## src/rtl/alu_pkg.sv

```systemverilog
// Shared opcode encodings and flag bit positions for the pipelined ALU.
package alu_pkg;

  typedef logic [3:0] opcode_t;

  localparam opcode_t OP_NOP   = 4'h0;
  localparam opcode_t OP_ADD   = 4'h1;
  localparam opcode_t OP_SUB   = 4'h2;
  localparam opcode_t OP_AND   = 4'h3;
  localparam opcode_t OP_OR    = 4'h4;
  localparam opcode_t OP_XOR   = 4'h5;
  localparam opcode_t OP_NOT   = 4'h6;
  localparam opcode_t OP_SHL   = 4'h7;
  localparam opcode_t OP_SHR   = 4'h8;
  localparam opcode_t OP_ADC   = 4'h9;
  localparam opcode_t OP_SBC   = 4'hA;
  localparam opcode_t OP_ASR   = 4'hB;
  localparam opcode_t OP_ROL   = 4'hC;
  localparam opcode_t OP_ROR   = 4'hD;
  localparam opcode_t OP_CMP   = 4'hE;
  localparam opcode_t OP_PASSB = 4'hF;

  localparam int FLAG_Z = 3;
  localparam int FLAG_N = 2;
  localparam int FLAG_C = 1;
  localparam int FLAG_V = 0;

  // Every opcode except NOP commits its flags and the architectural carry.
  function automatic logic op_commits(input opcode_t op);
    return (op != OP_NOP);
  endfunction

endpackage

```

## src/rtl/alu_pipe_core.sv

```systemverilog
// Combinational ALU datapath: result, Z/N/C/V and a commit strobe for one beat.
module alu_core
  import alu_pkg::*;
#(
  parameter int WIDTH = 8
) (
  input  logic [WIDTH-1:0] a,
  input  logic [WIDTH-1:0] b,
  input  opcode_t          op,
  input  logic             cin,
  output logic [WIDTH-1:0] res,
  output logic             z,
  output logic             n,
  output logic             c,
  output logic             v,
  output logic             upd
);

  localparam int MSB = WIDTH - 1;

  logic        [WIDTH:0]   ext_sum;
  logic        [WIDTH-1:0] flag_val;
  logic signed [WIDTH-1:0] a_s;

  assign a_s = a;

  always_comb begin
    ext_sum  = '0;
    res      = '0;
    c        = 1'b0;
    v        = 1'b0;
    case (op)
      OP_NOP: res = '0;
      OP_ADD: begin
        ext_sum = {1'b0, a} + {1'b0, b};
        res     = ext_sum[MSB:0];
        c       = ext_sum[WIDTH];
        v       = (a[MSB] == b[MSB]) && (ext_sum[MSB] != a[MSB]);
      end
      OP_ADC: begin
        ext_sum = {1'b0, a} + {1'b0, b} + {{WIDTH{1'b0}}, cin};
        res     = ext_sum[MSB:0];
        c       = ext_sum[WIDTH];
        v       = (a[MSB] == b[MSB]) && (ext_sum[MSB] != a[MSB]);
      end
      // Borrow shows up in bit WIDTH, so carry is its inverse (1 = no borrow).
      OP_SUB, OP_CMP: begin
        ext_sum = {1'b0, a} - {1'b0, b};
        res     = (op == OP_CMP) ? a : ext_sum[MSB:0];
        c       = ~ext_sum[WIDTH];
        v       = (a[MSB] != b[MSB]) && (ext_sum[MSB] != a[MSB]);
      end
      OP_SBC: begin
        ext_sum = {1'b0, a} - {1'b0, b} - {{WIDTH{1'b0}}, ~cin};
        res     = ext_sum[MSB:0];
        c       = ~ext_sum[WIDTH];
        v       = (a[MSB] != b[MSB]) && (ext_sum[MSB] != a[MSB]);
      end
      OP_AND:   res = a & b;
      OP_OR:    res = a | b;
      OP_XOR:   res = a ^ b;
      OP_NOT:   res = ~a;
      OP_SHL: begin
        res = {a[MSB-1:0], 1'b0};
        c   = a[MSB];
      end
      OP_SHR: begin
        res = {1'b0, a[MSB:1]};
        c   = a[0];
      end
      OP_ASR: begin
        res = a_s >>> 1;
        c   = a[0];
      end
      OP_ROL: begin
        res = {a[MSB-1:0], a[MSB]};
        c   = a[MSB];
      end
      OP_ROR: begin
        res = {a[0], a[MSB:1]};
        c   = a[0];
      end
      OP_PASSB: res = b;
    endcase
  end

  // CMP returns A but reports Z/N of the difference.
  assign flag_val = (op == OP_CMP) ? ext_sum[MSB:0] : res;
  assign z        = (flag_val == '0);
  assign n        = flag_val[MSB];
  assign upd      = op_commits(op);

endmodule

```

## src/rtl/alu_pipe.sv

```systemverilog
// Two-stage valid/ready ALU pipeline: S1 registers operands, S2 registers result and flags.
module alu_pipe
  import alu_pkg::*;
#(
  parameter int WIDTH = 8,
  parameter int OPW   = 4
) (
  input  logic             clk,
  input  logic             rst_n,
  input  logic             in_valid,
  output logic             in_ready,
  input  logic [WIDTH-1:0] opA,
  input  logic [WIDTH-1:0] opB,
  input  logic [OPW-1:0]   opS,
  output logic             out_valid,
  input  logic             out_ready,
  output logic [WIDTH-1:0] Result,
  output logic [3:0]       flags,
  output logic             carry_q
);

  logic             vld_p1_q, vld_p1_d;
  logic             vld_p2_q, vld_p2_d;
  logic [WIDTH-1:0] a_p1_q, b_p1_q;
  logic [OPW-1:0]   op_p1_q;
  logic [WIDTH-1:0] result_p2_q, result_d;
  logic [3:0]       flags_p2_q, flags_d;
  logic             carry_d;
  logic             s1_adv, load_p1, load_p2;

  logic [WIDTH-1:0] core_res;
  logic             core_z, core_n, core_c, core_v, core_upd;

  assign s1_adv   = !vld_p2_q || out_ready;
  assign in_ready = !vld_p1_q || s1_adv;
  assign load_p1  = in_valid && in_ready;
  assign load_p2  = vld_p1_q && s1_adv;

  assign vld_p1_d = load_p1 || (vld_p1_q && !load_p2);
  assign vld_p2_d = load_p2 || (vld_p2_q && !out_ready);

  // ---- stage 1: operand capture ----
  always_ff @(posedge clk) begin
    if (load_p1) begin
      a_p1_q  <= opA;
      b_p1_q  <= opB;
      op_p1_q <= opS;
    end
  end

  // ---- stage 2: execute ----
  alu_core #(
    .WIDTH(WIDTH)
  ) u_core (
    .a   (a_p1_q),
    .b   (b_p1_q),
    .op  (op_p1_q),
    .cin (carry_q),
    .res (core_res),
    .z   (core_z),
    .n   (core_n),
    .c   (core_c),
    .v   (core_v),
    .upd (core_upd)
  );

  // NOP leaves flags and carry as the previous op left them.
  always_comb begin
    result_d = core_res;
    flags_d  = flags_p2_q;
    carry_d  = carry_q;
    if (core_upd) begin
      flags_d[FLAG_Z] = core_z;
      flags_d[FLAG_N] = core_n;
      flags_d[FLAG_C] = core_c;
      flags_d[FLAG_V] = core_v;
      carry_d         = core_c;
    end
  end

  // Carry commits only on the S2 load, which keeps ADC/SBC in program order under any stall.
  always_ff @(posedge clk or negedge rst_n) begin
    if (!rst_n) begin
      vld_p1_q    <= 1'b0;
      vld_p2_q    <= 1'b0;
      result_p2_q <= '0;
      flags_p2_q  <= '0;
      carry_q     <= 1'b0;
    end else begin
      vld_p1_q <= vld_p1_d;
      vld_p2_q <= vld_p2_d;
      if (load_p2) begin
        result_p2_q <= result_d;
        flags_p2_q  <= flags_d;
        carry_q     <= carry_d;
      end
    end
  end

  assign out_valid = vld_p2_q;
  assign Result    = result_p2_q;
  assign flags     = flags_p2_q;

endmodule

```

## config.mk

```make
export PLATFORM = sky130hd
export DESIGN_NAME = alu_pipe
export DESIGN_NICKNAME = d
export VERILOG_FILES = /design/src/rtl/alu_pkg.sv /design/src/rtl/alu_pipe_core.sv /design/src/rtl/alu_pipe.sv
export SDC_FILE = /design/constraint.sdc
export NUM_CORES = 1
export LEC_CHECK = 0
export ABC_AREA = 1
export CAP_MARGIN = 20
export CORE_ASPECT_RATIO = 0.5
export CORE_UTILIZATION = 60
export DETAILED_ROUTE_END_ITERATION = 10
export PLACE_DENSITY_LB_ADDON = 0.2
export SETUP_SLACK_MARGIN = 0.3
export SYNTH_ARGS = -nofsm -noshare
export SYNTH_HDL_FRONTEND = slang
export SYNTH_SLANG_ARGS = --single-unit
```

## constraint.sdc

```tcl
create_clock -name clk -period 7.6 [get_ports clk]
set_input_delay 1.9 -clock clk [delete_from_list [all_inputs] [get_ports clk]]
set_output_delay 1.9 -clock clk [all_outputs]
set_load 0.05 [all_outputs]
```

==> out/metrics.cfg <==
[grt]
grt_pass1_vias = 3569
grt-ovfl-total = 0
antenna_found_initial = 0
grt_pass1_wl_um = 18400
grt_max_degree = 21
grt_use_total = 0.411

[detailed_routing]
drc = 0
drt-vias-per-instance = 6.07
drt-wirelength-per-cell_um = 18.2
wl_met2_um = 4810
first_pass_iters = 6
detail_route.wirelength_um = 12000
highest_layer = met4
drt-met1-wl_um = 5030
ant_nets = 0
num_vias = 3985
drt_iter0_drc = 504
met3_length_um = 1910

[yosys]
synth_area_leaders = nand2_1 18%, edfxtp_1 17%, dfrtp_1 9.9%, ha_1 9.9%, nand3_1 9.5%
synth.most_common_cell = nand2_1
yosys.area.top_type = nand2_1
ys_types = 33
synthXorXnorAreaFrac = 0
synth_adder_area_share = 0.111
ys_seq_area_frac = 0.270
ys_ff_latch = 34
synth_area_sq_mm = 0.00352
synth_top_flop_cell = edfxtp_1
yosysWarnings = 0
synthMuxAreaShare = 0
synthArstFlopShare = 0.412
synth_top_family_by_area = simple AND/OR/NAND/NOR gates
synth_edf_count = 20
yosys-top-cells-count = 169 x nand2_1, 71 x inv_1, 67 x nand3_1
avgSynthCellArea_sq_um = 6.46
synth_top_area_frac = 0.180
synth_compound_area_frac = 0.101
syn-num-nets = 599
synthSimpleGateAreaFrac = 0.423
synth_cells = 545

[timing]
fin_crit_sh = 0.698
max_clock_freq_mhz = 189
slew_viol_final = 0
hold_viol_final = 0
setup_viol_count_final = 0
rsz0062_at_grt = false
setup_tns_ns = 0
finalClockSkew_ns = 0.00556
slew_headroom = 0.530
tightestPinTransition_ns = 0.704
period_needed_ns = 5.30
fin_ws_ns = 2.30

[die]
rows = 19
dieHeight_um = 56.2
die_area_sq_mm = 0.00620
core_sq_mm = 0.00556
ios = 39
start_util = 0.633
die_w_um = 110

[min_path]
hold_depth = 2
hp-class = flip-flop to flip-flop

[worst_setup_path]
ff2ff_path_depth = 16
cp.arrival_ns = 3.40
cp_common_cell = clkdlybuf4s50_1
path_cells = clkdlybuf4s50_1, inv_1, nand3_1, clkdlybuf4s50_1
path_buf_inv = 3
cpLargestDelayFamily = buffers and inverters
end_kind = output port
worstSetupPathType = input port to output port
path_max_fanout = 3
crit_cells = 4
start_kind = input port
worst_path_max_delay_cell = clkdlybuf4s50_1
cp_slowest_stage_delay_ns = 0.83
crit_required_ns = 5.70

[cts]
worstSkewPairLatency_ns = 0.27
numCtsBuffers = 5
post_cts_resized = 0
ctsHoldBuffers = 0
clk_transition_reported_paths_ns = 0.05
clockRootBuffer = clkbuf_16
cts_tree = built
postCtsSetupBuffers = 0
cts_max_level = 2
cts.sinks = 34
clk_path_buf_depth = 2

[placed_design]
dpl-instance-area_sq_mm = 0.00393
gp_congestion = 1.04
hpwlAfterDp_um = 9220
port_buffers = 38
place_ws_ns = 2.37

[pwr]
p_leak_nw = 2.01
p_per_area_mw_per_mm2 = 213
irDropWorstVdd_v = 0.000268

[finish]
drive_above_1_share = 0.0582
final_nets = 637
stdcell_area_sq_mm = 0.00407
syn_to_final_growth_pct = 15.6
antenna_cells = 0
multiInputGateArea_sq_mm = 0.00223
register_area_sq_um = 951
fillers = 469

[outcome]
status = completed

[run]
drv_cap = 0

## layout make-up
cell class | instances | area share
clock buffer | 6 | 0.0317
clock inverter | 2 | 0.00215
inverter | 74 | 0.0682
multi-input combinational | 430 | 0.549
sequential | 34 | 0.234
tap | 73 | 0.0224
timing repair buffer | 38 | 0.0934
## cells by family after synthesis
logic type	count (synthesis)
simple gates	338
buf+inv	81
compound gates	62
flops	34
fa+ha+maj	30
## power breakdown
| group | internal [mW] | total [mW] | switching [mW] |
|---|---|---|---|
| combinational | 0.127 | 0.419 | 0.292 |
| sequential | 0.227 | 0.259 | 0.0313 |
| clock | 0.120 | 0.189 | 0.0694 |
## layout by cell type (no fill, tap or decap), drive strengths merged
master         netlist  routed
nand2              182     182
inv                 74      74
nand3               70      70
nor2                61      61
clkdlybuf4s50        0      38
ha                  28      28
o21ai               26      26
a21oi               22      22
edfxtp              20      20
dfrtp               14      14
nand4               12      12
nor3                 8       8
o211ai               6       6
clkbuf               1       6
o22ai                4       4
or2                  2       2
nand3b               2       2
fa                   2       2
clkinv               0       2
o21bai               1       1
a22oi                1       1
and2                 1       1
a31oi                1       1
a21o                 1       1
## sequential cells by signal, summed over array words and instances (netlist names)
name / count
Result: 8
a_p1_q: 8
b_p1_q: 8
flags: 4
op_p1_q: 4
out_valid: 1
vld_p1_q: 1
## per-stage QoR
step / hold slack, ns / std cells / util / power, mW
floorplan: 0.456 / 545 / - / 0.529
global placement: 0.468 / 649 / 0.707 / 0.648
detailed placement: 0.472 / 649 / 0.707 / 0.656
CTS: 0.485 / 657 / 0.732 / 0.851
global route: 0.523 / 657 / 0.732 / 0.904
finish: 0.487 / 657 / 0.732 / 0.867
## per-layer routing
layer  GRT usage  up-vias
met5           0        -
met1       0.595     1790
met2       0.579      312
met3       0.125       28
met4       0.132        0
li1            -     1855
## worst paths after layout
path | to | startpoint | slack, ns
max in group asynchronous | flags[1]$_DFFE_PN0P_ | rst_n | 5.17
min in group asynchronous | Result[7]$_DFFE_PN0P_ | rst_n | 2.02
worst min-delay path | flags[0]$_DFFE_PN0P_ | flags[0]$_DFFE_PN0P_ | 0.49
worst max register to register | flags[3]$_DFFE_PN0P_ | a_p1_q[0]$_DFFE_PP_ | 4.26
worst min register to register | flags[0]$_DFFE_PN0P_ | flags[0]$_DFFE_PN0P_ | 0.49
worst max-delay path | in_ready | out_ready | 2.30
## tightest hold or removal path: stages, from the launching register on
cell     delay [ns]
dfrtp_1        0.35
nand2_1        0.05
nand2_1        0.05
(Power assumes the default switching activity.)
